### config.mk
export PLATFORM = sky130hd
export DESIGN_NAME = maf_det
export DESIGN_NICKNAME = d
export VERILOG_FILES = /design/src/rtl/maf_det.sv
export SDC_FILE = /design/constraint.sdc
export NUM_CORES = 1
export LEC_CHECK = 0
export CAP_MARGIN = 10
export CORE_MARGIN = 1.5
export CORE_UTILIZATION = 50
export DETAILED_ROUTE_END_ITERATION = 6
export DONT_BUFFER_PORTS = 1
export PLACE_DENSITY_LB_ADDON = 0.25
export SLEW_MARGIN = 20
export SYNTH_ARGS = -nofsm -noshare
export SYNTH_HDL_FRONTEND = slang
export SYNTH_SLANG_ARGS = --single-unit
### constraint.sdc
create_clock -name clk -period 1.7 [get_ports clk]
set_input_delay 0.34 -clock clk [delete_from_list [all_inputs] [get_ports clk]]
set_output_delay 0.34 -clock clk [all_outputs]
set_load 0.05 [all_outputs]
### src/rtl/maf_det.sv
// maf_det: debounced hysteresis level detector on a moving-sum stream.
// Define MAF_DET_PEAK_EN to enable peak tracking; otherwise peak is 0.
module maf_det #(
    parameter int HOLD = 3
) (
    input  logic       clk,
    input  logic       reset,
    input  logic [7:0] din,
    input  logic [7:0] thr_hi,
    input  logic [7:0] thr_lo,
    input  logic       clr,
    output logic       level,
    output logic       rise,
    output logic       fall,
    output logic [7:0] peak,
    output logic [7:0] evt_cnt
);

    localparam logic [3:0] HOLD_C = 4'(HOLD);

    typedef enum logic [1:0] {
        LO,
        CONF_HI,
        HI,
        CONF_LO
    } state_t;

    state_t     state;
    state_t     state_nxt;
    logic [3:0] cnt;
    logic [3:0] cnt_nxt;
    logic [3:0] cnt_inc;
    logic       rise_nxt;
    logic       fall_nxt;
    logic       level_nxt;
    logic       q_hi;
    logic       q_lo;

    assign cnt_inc = cnt + 4'd1;
    assign q_hi    = (din >= thr_hi);
    assign q_lo    = (din <= thr_lo);

    // Next-state, confirm counter and edge pulses.
    always_comb begin
        state_nxt = state;
        cnt_nxt   = cnt;
        rise_nxt  = 1'b0;
        fall_nxt  = 1'b0;
        unique case (state)
            LO: begin
                if (q_hi) begin
                    if (HOLD_C == 4'd1) begin
                        state_nxt = HI;
                        cnt_nxt   = 4'd0;
                        rise_nxt  = 1'b1;
                    end else begin
                        state_nxt = CONF_HI;
                        cnt_nxt   = 4'd1;
                    end
                end
            end
            CONF_HI: begin
                if (q_hi) begin
                    if (cnt_inc >= HOLD_C) begin
                        state_nxt = HI;
                        cnt_nxt   = 4'd0;
                        rise_nxt  = 1'b1;
                    end else begin
                        cnt_nxt = cnt_inc;
                    end
                end else begin
                    state_nxt = LO;
                    cnt_nxt   = 4'd0;
                end
            end
            HI: begin
                if (q_lo) begin
                    if (HOLD_C == 4'd1) begin
                        state_nxt = LO;
                        cnt_nxt   = 4'd0;
                        fall_nxt  = 1'b1;
                    end else begin
                        state_nxt = CONF_LO;
                        cnt_nxt   = 4'd1;
                    end
                end
            end
            CONF_LO: begin
                if (q_lo) begin
                    if (cnt_inc >= HOLD_C) begin
                        state_nxt = LO;
                        cnt_nxt   = 4'd0;
                        fall_nxt  = 1'b1;
                    end else begin
                        cnt_nxt = cnt_inc;
                    end
                end else begin
                    state_nxt = HI;
                    cnt_nxt   = 4'd0;
                end
            end
            default: begin
                state_nxt = LO;
                cnt_nxt   = 4'd0;
            end
        endcase
    end

    assign level_nxt = (state_nxt == HI) || (state_nxt == CONF_LO);

    // State, counter and registered level/edge outputs.
    always_ff @(posedge clk or negedge reset) begin
        if (!reset) begin
            state <= LO;
            cnt   <= 4'd0;
            level <= 1'b0;
            rise  <= 1'b0;
            fall  <= 1'b0;
        end else begin
            state <= state_nxt;
            cnt   <= cnt_nxt;
            level <= level_nxt;
            rise  <= rise_nxt;
            fall  <= fall_nxt;
        end
    end

    // Rise event counter; a clear on the rise edge still counts that rise.
    always_ff @(posedge clk or negedge reset) begin
        if (!reset) begin
            evt_cnt <= 8'd0;
        end else if (clr) begin
            evt_cnt <= rise_nxt ? 8'd1 : 8'd0;
        end else if (rise_nxt && (evt_cnt != 8'hFF)) begin
            evt_cnt <= evt_cnt + 8'd1;
        end
    end

`ifdef MAF_DET_PEAK_EN
    logic [7:0] rmax;
    logic [7:0] rmax_cur;

    assign rmax_cur = (din > rmax) ? din : rmax;

    // Running max: seeded on episode entry, dropped whenever LO is reached.
    always_ff @(posedge clk or negedge reset) begin
        if (!reset) begin
            rmax <= 8'd0;
        end else if (state_nxt == LO) begin
            rmax <= 8'd0;
        end else if (state == LO) begin
            rmax <= din;
        end else begin
            rmax <= rmax_cur;
        end
    end

    // Peak of the episode is captured on its fall edge and held.
    always_ff @(posedge clk or negedge reset) begin
        if (!reset) begin
            peak <= 8'd0;
        end else if (fall_nxt) begin
            peak <= rmax_cur;
        end
    end
`else
    assign peak = 8'd0;
`endif

endmodule

---- Word-level counts from Yosys, hierarchy flattened ----
Index checks and enable logic that the tools add are counted.
storage, ports and cells
  bits of input ports ..................... 27
  output and inout bits ................... 19
  bits in registers ....................... 17
cells by class
  order comparisons ....................... 3
  multiplexer cells ....................... 21
  reduce and logical (&&, ||, !) cells .... 5
  add/subtract/negate cells ............... 2
  equal/unequal tests ..................... 8
operators with widths
  kind                   number
  $mux W4                5
  $mux W8                2
  $pmux W4 S4            1
  $mux W2                6
  $add A8 B1 Y8 const B  1
  $eq A2 B2 Y1 const B   4
  $ge A8 B8 Y1           1
  $le A8 B8 Y1           1
  $ne A8 B8 Y1 const B   1
  $pmux W2 S4            1
  $mux W1                6
  $add A4 B1 Y4 const B  1
  $ge A4 B2 Y1 const B   1
  $ne A2 B2 Y1 const B   2
  $eq A2 B1 Y1 const B   1
  $logic_not A2 Y1       1
  $reduce_and A2 Y1      1
  $reduce_bool A2 Y1     1
  $logic_and A1 B1 Y1    1
  $logic_or A1 B1 Y1     1

---- Logic depth before layout (Yosys ltp) ----
Gate-level depths: netlist of run 1.
  depth in word-level cells ............... 8
  gate-level depth with buffers ........... 8

---- Worst setup path before layout of run 1 ----
No wires, ideal clock.
  kind .................................... input port to flip-flop
  start point ............................. input port thr_lo[7]
  end point ............................... register cnt[1]
  stages .................................. 7
  slack ................................... -222 ps
  buffers on the path ..................... 0
  arrival ................................. 1794 ps
  data required time ...................... 1572 ps
  cells stage by stage .................... inv_1 > ha_1 > nand4_1 > or2_1 > and3_1 > nor3_2 > mux2_1
on the way
  longest elaborated chain between the ends .. 3
  elaborated cells between the ends (all ways) .. 5
RTL lines
  what                                                     RTL line  text
  from (decl)                                              10        input logic [7:0] thr_lo,
  $le A8 B8 Y1 *                                           41        assign q_lo = (din <= thr_lo);
  $mux W4 / $ne A2 B2 Y1 (equally long branches)           n/a
  $pmux W4 S4 / $reduce_and A2 Y1 (equally long branches)  n/a
  to (signal assigned)                                     121       cnt <= cnt_nxt;
  to (decl)                                                30        logic [3:0] cnt;
Mark *: on every way between the ends. The rest lies on a longest branch, timed or not.
A chain may end at the register's enable or synchronous reset.

---- Final worst setup path of run 1 ----
  start point ............................. register cnt[1]
  end point ............................... register evt_cnt[5]
on the way
  longest elaborated chain between the ends .. 7
RTL lines
  what                          RTL line  text
  $add A4 B1 Y4                 39        assign cnt_inc = cnt + 4'd1;
  $ge A4 B2 Y1                  64        if (cnt_inc >= HOLD_C) begin
  $mux W1                       64
  $mux W1                       63        if (q_hi) begin
  $mux W1                       49        unique case (state)
  $logic_and A1 B1 Y1           134       end else if (rise_nxt && (evt_cnt != 8'hFF)) begin
  $reduce_bool A2 Y1 (no line)  n/a
  to (signal assigned)          133       evt_cnt <= rise_nxt ? 8'd1 : 8'd0;
  to (signal assigned)          135       evt_cnt <= evt_cnt + 8'd1;
  to (decl)                     16        output logic [7:0] evt_cnt
Every way passes these cells.

==> results of run 1 <==
[Yosys cell counts, types with 3 or more instances]
cell type / instances
or4_1: 3
inv_1: 19
dfrtp_1: 16
o31ai_1: 3
o21a_1: 3
a21oi_1: 10
nand3_1: 3
ha_1: 19
nand4_1: 6
buf_4: 8
nor2_1: 3
nor2b_1: 4
nand2_1: 7
[through the flow]
stage	cell area, µm²	util (%)	std cells	setup slack (ns)
floorplan	1610	-	158	-0.0784
global placement	1740	63.7	202	-0.270
detailed placement	1740	63.7	202	-0.344
CTS	1880	68.8	212	-0.179
global route	1960	71.8	214	-0.238
finish	1960	71.8	214	-0.173
[logic make-up after synthesis]
kind of cell,count (synthesis),share of synthesized area [%]
compound gates,32,18.3
fa+ha+maj,19,16.8
buf+inv,32,11.9
flops,16,28.2
mux,3,2.29
other cells,1,0.264
simple gates,48,22.2
[timing repair]
item	in CTS	in global routing
hold endpoints to repair	16	0
buffers inserted	4	2
pin swaps	5	5
endpoints found under the setup margin	12	15
gates cloned	1	0
gates resized for setup	9	11
hold buffers	1	0
[registers in the layout, summed over array words and instances (netlist names)]
register  cells
evt_cnt       8
level         1
cnt           4
state         1
rise          1
fall          1
[final cells by class]
| class | instances | area share, % |
|---|---|---|
| Tap cell | 31 | 1.98 |
| Clock buffer | 4 | 1.34 |
| Timing Repair Buffer | 31 | 12.4 |
| Multi-Input combinational cell | 111 | 59.3 |
| Inverter | 21 | 4.15 |
| Sequential cell | 16 | 20.9 |
[cell usage in the layout (no fill, tap or decap), types with 3 or more instances in the layout]
| cell | n |
|---|---|
| inv_2 | 9 |
| nand4_1 | 6 |
| conb_1 | 8 |
| clkbuf_4 | 3 |
| o31ai_1 | 3 |
| o21a_1 | 3 |
| dfrtp_2 | 7 |
| nand2_1 | 7 |
| nor2b_1 | 4 |
| nand3_1 | 3 |
| buf_4 | 28 |
| dfrtp_1 | 9 |
| ha_4 | 10 |
| a21oi_1 | 7 |
| ha_1 | 9 |
| inv_1 | 11 |
| a21oi_4 | 3 |
[path summary, 6_finish.rpt]
path | from | end | slack (ns) | cells after the start
worst max-delay path | cnt[1]$_DFFE_PN0P_ | evt_cnt[5]$_DFFE_PN0P_ | -0.17 | 6
min in group asynchronous | reset | evt_cnt[7]$_DFFE_PN0P_ | 0.53 | 1
worst max register to register | cnt[1]$_DFFE_PN0P_ | evt_cnt[5]$_DFFE_PN0P_ | -0.17 | 6
max in group asynchronous | reset | evt_cnt[3]$_DFFE_PN0P_ | 0.67 | 1
worst min-delay path | clr | evt_cnt[3]$_DFFE_PN0P_ | 0.08 | 1
worst min register to register | cnt[2]$_DFFE_PN0P_ | cnt[2]$_DFFE_PN0P_ | 0.61 | 1
[worst max-delay path, stage by stage (launching register included)]
cell      delay (ns)
dfrtp_1         0.43
ha_4            0.19
and2_4          0.14
a21oi_4         0.17
o311ai_4        0.17
nor4b_4         0.36
mux2_4          0.32
[power by group through the flow]
stage                     Combinational [W]  Clock (W)  Sequential, W
after floorplan                    0.000448          0       0.000547
after global placement             0.000608          0       0.000509
after detailed placement           0.000634          0       0.000513
after CTS                          0.000746   0.000224       0.000513
after global routing               0.000914   0.000232       0.000533
final                              0.000839   0.000221       0.000525
[layer usage]
layer  vias up  global-route usage, %  share of wire, %
li1        603                      -                 -
met1       589                   26.5                39
met2        44                   39.8                53
met3        10                   4.15               5.4
met4         0                   10.2               2.4
met5         -                      0                 0
==> metrics, run 1 <==
area taken by multi-input logic gates 1160 µm²; top_reg_cell synth dfrtp_1; DR iter-0 viols 31; count of buffers from port buffering 0; part of the Yosys area used for sequential elements 28.2%; area growth from synthesis to final layout 38.3%; largest cells by area after synthesis dfrtp_1, ha_1, inv_1, buf_4, a21oi_1; Die Span Y 56.3 µm; final critical path time including I/O delays and setup 1.87 ns; Clock Sink Count 16; Pwr per Cell Area 808 nW/µm²; # diodes 0; die extent in x 56.3 µm; Power, Total 0.00159 W; Net Sw Power 0.000656 W; endpoint type of the worst setup path register; Clk Latency, worst-skew pair 0.30 ns; HPWL after DPL 2.42 mm; Clock Skew 0.00272 ns; result of the run finished, violations left; Flop pwr share 33.1%; worst endpoint required time 1.89 ns; part of the total power dissipated in combinational logic 52.9%; number of instances in the synthesized netlist 151; Initial Utilization 51.9%; aggregate negative setup slack -1.34 ns; Floorplan Core Area 2730 µm²; number of filler cells placed in the layout 206; average wire per cell in the routed design 16.1 µm; TritonCTS clock tree done; vias in the first global route 1217; GRT Residual Overflow 0; Clk network pwr share 14.0%; switching share of total power 41.4%; worst hold margin 0.0818 ns; maximum clock frequency 0.534 GHz; Cell variety after synth 51; CTS root buf clkbuf_4; synthesis-stage register bit count 16; initial antenna violation count 0; final wirelength 3.44 mm; routability cong. 0.815; global-route usage over all layers 22.6%; cell row count 19; number of levels in the clock H-tree 1; relative slew slack 51.4%; Avg Inst Size Synth 9.40 µm²; RSZ-0062 raised after global routing yes; maximum root-to-sink buffer count 2; area share of the leading cell type in the synthesized netlist 28.2%; ratio of routed vias to standard cells 5.82; number of top-level pins 46; share of async-settable or async-resettable flops after synthesis 100%; Crit Path Max Fanout 5; Worst Setup Slack, final -0.173 ns; YS warnings 0; maximum number of pins on one net before global-route repair 17; first-pass GRT wire length 5.60 mm; max-slew violation count 0; Total Nets Final 230; share of cells above drive strength 1 49.7%; number of setup violations in the final report 13; die area 3170 µm²; worst hold path class in -> reg; Inserted Clock Buffers 3; Internal 0.000930 W; Antenna Nets Post-Route 0; Sequential cell area 409 µm²; crit start category register; Critical Path AT 2.06 ns; max-cap violations 0; DRC violation count after routing 0; LEAKAGE 0.838 nW; maximum VDD drop 762 µV; final clock period utilization by the worst path 110%; final hold vios 0; Worst Setup Path Type reg -> reg; cell area after technology mapping 1420 µm²; Worst Tran Pin Value 0.727 ns; Reg clk slew, reported paths 0.10 ns; number of synthesized flops with an enable pin 0; number of iterations in the first detailed-routing pass 4; library cell with the largest summed area after synthesis dfrtp_1; via count 1246; violated checks setup timing
Note: power is estimated with default switching activity, not from simulation.
==> run 2: changes to the inputs <==
--- a/config.mk
+++ b/config.mk
@@ -11,6 +11,7 @@
 export DETAILED_ROUTE_END_ITERATION = 6
 export DONT_BUFFER_PORTS = 1
 export PLACE_DENSITY_LB_ADDON = 0.25
+export SKIP_CTS_REPAIR_TIMING = 1
 export SLEW_MARGIN = 20
 export SYNTH_ARGS = -nofsm -noshare
 export SYNTH_HDL_FRONTEND = slang
==> run 2 against run 1 <==
Routed wire length is 3.3% lower. Critical endpoint is now evt_cnt[3]$_DFFE_PN0P_. The flow still finishes with violations (setup timing). Clock-buffer cell count stayed put. Maximum frequency is 0.33% lower. Clock power is 2% lower. Critical path depth is 1 higher. Cell count is 0.47% lower. Largest power group unchanged. Highest routed layer unchanged. Sequential share of layout area is 0.26 points higher. Global-route usage is 2.8 points lower. Die area stayed put.
==> metrics, run 2 (synthesis results as in run 1) <==
number of filler cells placed in the layout 208; die area 3170 µm²; Clk network pwr share 14.1%; register-to-register setup slack -0.18 ns; most common cell after layout, fill and taps aside buf_4; area growth from synthesis to final layout 36.6%; minimum setup slack after placement -0.344 ns; die extent in x 56.3 µm; ratio of routed vias to standard cells 5.73; result of the run finished, violations left; Critical Path Max Stage Delay 0.43 ns; crit path buf inv count 1; final hold vios 0; Total Nets Final 229; largest registers evt_cnt: 8 flops, cnt: 4 flops; Clk Latency, worst-skew pair 0.29 ns; worst hold path class in -> reg; Initial Utilization 51.9%; global-route usage over all layers 19.8%; Net Sw Power 0.000633 W; flip-flop count of the largest register after layout 8; number of iterations in the first detailed-routing pass 4; first-pass GRT wire length 4.98 mm; maximum root-to-sink buffer count 2; Crit Path Max Fanout 5; number of setup violations in the final report 11; crit start category register; Floorplan Core Area 2730 µm²; number of top-level pins 46; # diodes 0; Antenna Nets Post-Route 0; most flop-heavy register evt_cnt; Die Span Y 56.3 µm; part of the total power dissipated in combinational logic 52.1%; DR iter-0 viols 40; number of cells on the critical path 7; LEAKAGE 0.830 nW; HPWL after DPL 2.42 mm; Reg clk slew, reported paths 0.10 ns; number of levels in the clock H-tree 1; GRT Residual Overflow 0; max-cap violations 0; Worst Setup Path Type reg -> reg; Clock Skew 0.00683 ns; average wire per cell in the routed design 15.6 µm; Worst Setup Slack, final -0.180 ns; hold depth 1; routability cong. 0.815; maximum VDD drop 661 µV; worst endpoint required time 1.92 ns; relative slew slack 51.9%; commonest non-fill, non-tap cells in the layout buf_4, inv_1, ha_4; chain of cells forming the critical path ha_4 > and2_4 > a21oi_4 > o311ai_4 > buf_6 > or4_4 > a21oi_2; DRC violation count after routing 0; Reg2Reg Depth 7; RSZ-0062 raised after global routing yes; switching share of total power 41.1%; Clock Sink Count 16; Flop pwr share 33.8%; final wirelength 3.33 mm; CTS root buf clkbuf_4; share of cells above drive strength 1 47.8%; count of buffers from port buffering 0; vias in the first global route 1124; via count 1221; endpoint type of the worst setup path register; Pwr per Cell Area 795 nW/µm²; max-slew violation count 0; Inserted Clock Buffers 3; worst hold margin 0.0873 ns; Max stage delay cell, worst path dfrtp_1; Critical Path AT 2.10 ns; Top Family by Delay on Critical Path simple AND/OR/NAND/NOR gates; initial antenna violation count 0; TritonCTS clock tree done; final clock period utilization by the worst path 111%; Worst Tran Pin Value 0.719 ns; Internal 0.000907 W; cell row count 19; maximum number of pins on one net before global-route repair 17; violated checks setup timing; final critical path time including I/O delays and setup 1.88 ns; maximum clock frequency 0.532 GHz
-- run 2: per-layer routing --
metal / up-vias / part of all wire, % / GRT usage [%]
met1: 583 / 41 / 23.7
met3: 4 / 3.5 / 4.15
met2: 30 / 54 / 34.8
met4: 0 / 1.3 / 7.14
met5: - / 0 / 0
li1: 604 / - / -
-- run 2: cell type report --
class                      instances  area, µm²  share of cell area, %
sequential                        16        409                   21.1
tap                               31       38.8                   2.00
clock buffer                       4       26.3                   1.36
multi-input combinational        111       1140                   59.0
timing repair buffer              30        239                   12.3
inverter                          21       81.3                   4.20
-- run 2: worst paths after layout --
check	from	to
hold / removal	clr	evt_cnt[7]$_DFFE_PN0P_
setup / recovery	cnt[1]$_DFFE_PN0P_	evt_cnt[3]$_DFFE_PN0P_
hold reg to reg	cnt[2]$_DFFE_PN0P_	cnt[2]$_DFFE_PN0P_
min in group asynchronous	reset	evt_cnt[5]$_DFFE_PN0P_
max in group asynchronous	reset	evt_cnt[4]$_DFFE_PN0P_
setup reg to reg	cnt[1]$_DFFE_PN0P_	evt_cnt[3]$_DFFE_PN0P_
-- run 2: metrics by stage --
step	cell area [µm²]	cells	utilization (%)	TNS (ns)	power (W)
2_1_floorplan	1610	158	-	-0.368	0.000995
3_3_place_gp	1740	202	63.7	-2.31	0.00112
3_5_place_dp	1740	202	63.7	-2.96	0.00115
4_1_cts	1770	206	64.7	-1.66	0.00137
5_1_grt	1940	213	70.9	-2.16	0.00164
6_report	1940	213	70.9	-1.18	0.00154
-- run 2: power by group through the flow --
stage	clock network [W]	registers (W)	logic, W
after detailed placement	0	0.000513	0.000634
after global placement	0	0.000509	0.000608
after global routing	0.000234	0.000528	0.000874
final	0.000217	0.000521	0.000802
after floorplan	0	0.000547	0.000448
after CTS	0.000224	0.000505	0.000637
==> run 3: changes to the inputs <==
--- a/config.mk
+++ b/config.mk
@@ -10,7 +10,7 @@
 export CORE_UTILIZATION = 50
 export DETAILED_ROUTE_END_ITERATION = 6
 export DONT_BUFFER_PORTS = 1
-export PLACE_DENSITY_LB_ADDON = 0.25
+export PLACE_DENSITY = 0.68
 export SKIP_CTS_REPAIR_TIMING = 1
 export SLEW_MARGIN = 20
 export SYNTH_ARGS = -nofsm -noshare
==> run 3 against run 2 <==
Clock power is 2% lower. Largest power group unchanged. Setup slack hardly changed. The run still ends with setup timing left. Largest cell class unchanged. Power is 5.2% lower. Via count is 1.1% higher. Critical endpoint is now evt_cnt[4]$_DFFE_PN0P_.
==> metrics, run 3 (synthesis results as in run 1) <==
number of setup violations in the final report 12; Total Nets Final 230; Critical Path Max Stage Delay 0.41 ns; final wirelength 3.14 mm; TritonCTS clock tree done; HPWL after DPL 2.47 mm; maximum VDD drop 486 µV; share of cells above drive strength 1 45.9%; CTS root buf clkbuf_4; number of filler cells placed in the layout 214; violated checks setup timing; Antenna Nets Post-Route 0; Pwr per Cell Area 784 nW/µm²; crit path buf inv count 3; max-cap violations 0; area of all placed cells without fillers 1860 µm²; Top Family by Delay on Critical Path simple AND/OR/NAND/NOR gates; Floorplan Core Area 2730 µm²; Reg clk slew, reported paths 0.10 ns; global-route usage over all layers 20.0%; number of top-level pins 46; most flop-heavy register evt_cnt; maximum root-to-sink buffer count 2; number of levels in the clock H-tree 1; largest registers evt_cnt: 8 flops, cnt: 4 flops; RSZ-0062 raised after global routing yes; maximum clock frequency 0.532 GHz; Worst Setup Path Type reg -> reg; relative slew slack 52.2%; most common cell after layout, fill and taps aside buf_4; DR iter-0 viols 27; max-slew violation count 0; cell row count 19; die extent in x 56.3 µm; worst hold path class in -> reg; vias in the first global route 1217; # diodes 0; average wire per cell in the routed design 14.7 µm; Power, Total 0.00146 W; Clock Sink Count 16; Initial Utilization 51.9%; flip-flop count of the largest register after layout 8; Die Span Y 56.3 µm; DRC violation count after routing 0; Clock Skew 0.00978 ns; final critical path time including I/O delays and setup 1.88 ns; routability cong. 0.761; worst hold margin 0.0879 ns; Inserted Clock Buffers 3; ratio of routed vias to standard cells 5.77; result of the run finished, violations left; via count 1234; commonest non-fill, non-tap cells in the layout buf_4, inv_1, inv_2, ha_1, dfrtp_1; number of iterations in the first detailed-routing pass 4; aggregate negative setup slack -1.17 ns; GRT Residual Overflow 0; endpoint type of the worst setup path register; Worst Tran Pin Value 0.714 ns; LEAKAGE 0.828 nW; Critical Path AT 2.09 ns; initial antenna violation count 0; final hold vios 0; Crit Path Max Fanout 5; final clock period utilization by the worst path 111%; Max stage delay cell, worst path dfrtp_1; maximum number of pins on one net before global-route repair 17; area taken by multi-input logic gates 1070 µm²; die area 3170 µm²; area growth from synthesis to final layout 31.2%; crit start category register; chain of cells forming the critical path buf_4 > inv_1 > ha_2 > or3_4 > o311ai_4 > buf_6 > or4_1 > a21oi_1; Worst Setup Slack, final -0.179 ns; worst endpoint required time 1.91 ns; first-pass GRT wire length 5.09 mm; Clk Latency, worst-skew pair 0.29 ns; count of buffers from port buffering 0; cell area after placement 1750 µm²; Sequential cell area 409 µm²
## run 3: metrics by stage
step | std cells | utilization [%] | setup WS, ns
final | 214 | 68.1 | -0.179
after global routing | 214 | 68.1 | -0.241
after CTS | 207 | 64.9 | -0.255
after detailed placement | 203 | 64.0 | -0.324
after global placement | 203 | 64.0 | -0.253
after floorplan | 158 | - | -0.0784
## run 3: power by group
group / internal (W) / switching, W
combinational: 0.000363 / 0.000379
clock: 0.0000911 / 0.000121
sequential: 0.000429 / 0.0000768
total: 0.000883 / 0.000577
## run 3: metal layers
layer,vias to the layer above,part of all wire [%],GRT usage (%)
met3,4,4.6,2.76
met5,-,0,0
met2,40,55,37.8
li1,600,-,-
met4,0,1.4,7.48
met1,590,39,22.6
## run 3: area by class of cell
class | instances | area share (%)
Timing Repair Buffer | 31 | 12.8
Tap cell | 31 | 2.08
Sequential cell | 16 | 22.0
Inverter | 21 | 4.37
Clock buffer | 4 | 1.41
Multi-Input combinational cell | 111 | 57.3
## run 3: final timing paths
check                              startpoint                endpoint  slack, ns  cells past startpoint
min in group asynchronous               reset  evt_cnt[7]$_DFFE_PN0P_       0.54                      1
max reg2reg                cnt[0]$_DFFE_PN0P_  evt_cnt[4]$_DFFE_PN0P_      -0.18                      8
min reg2reg                cnt[2]$_DFFE_PN0P_      cnt[2]$_DFFE_PN0P_       0.59                      1
max                        cnt[0]$_DFFE_PN0P_  evt_cnt[4]$_DFFE_PN0P_      -0.18                      8
max in group asynchronous               reset         level$_DFF_PN0_       0.66                      1
min                                       clr  evt_cnt[7]$_DFFE_PN0P_       0.09                      1
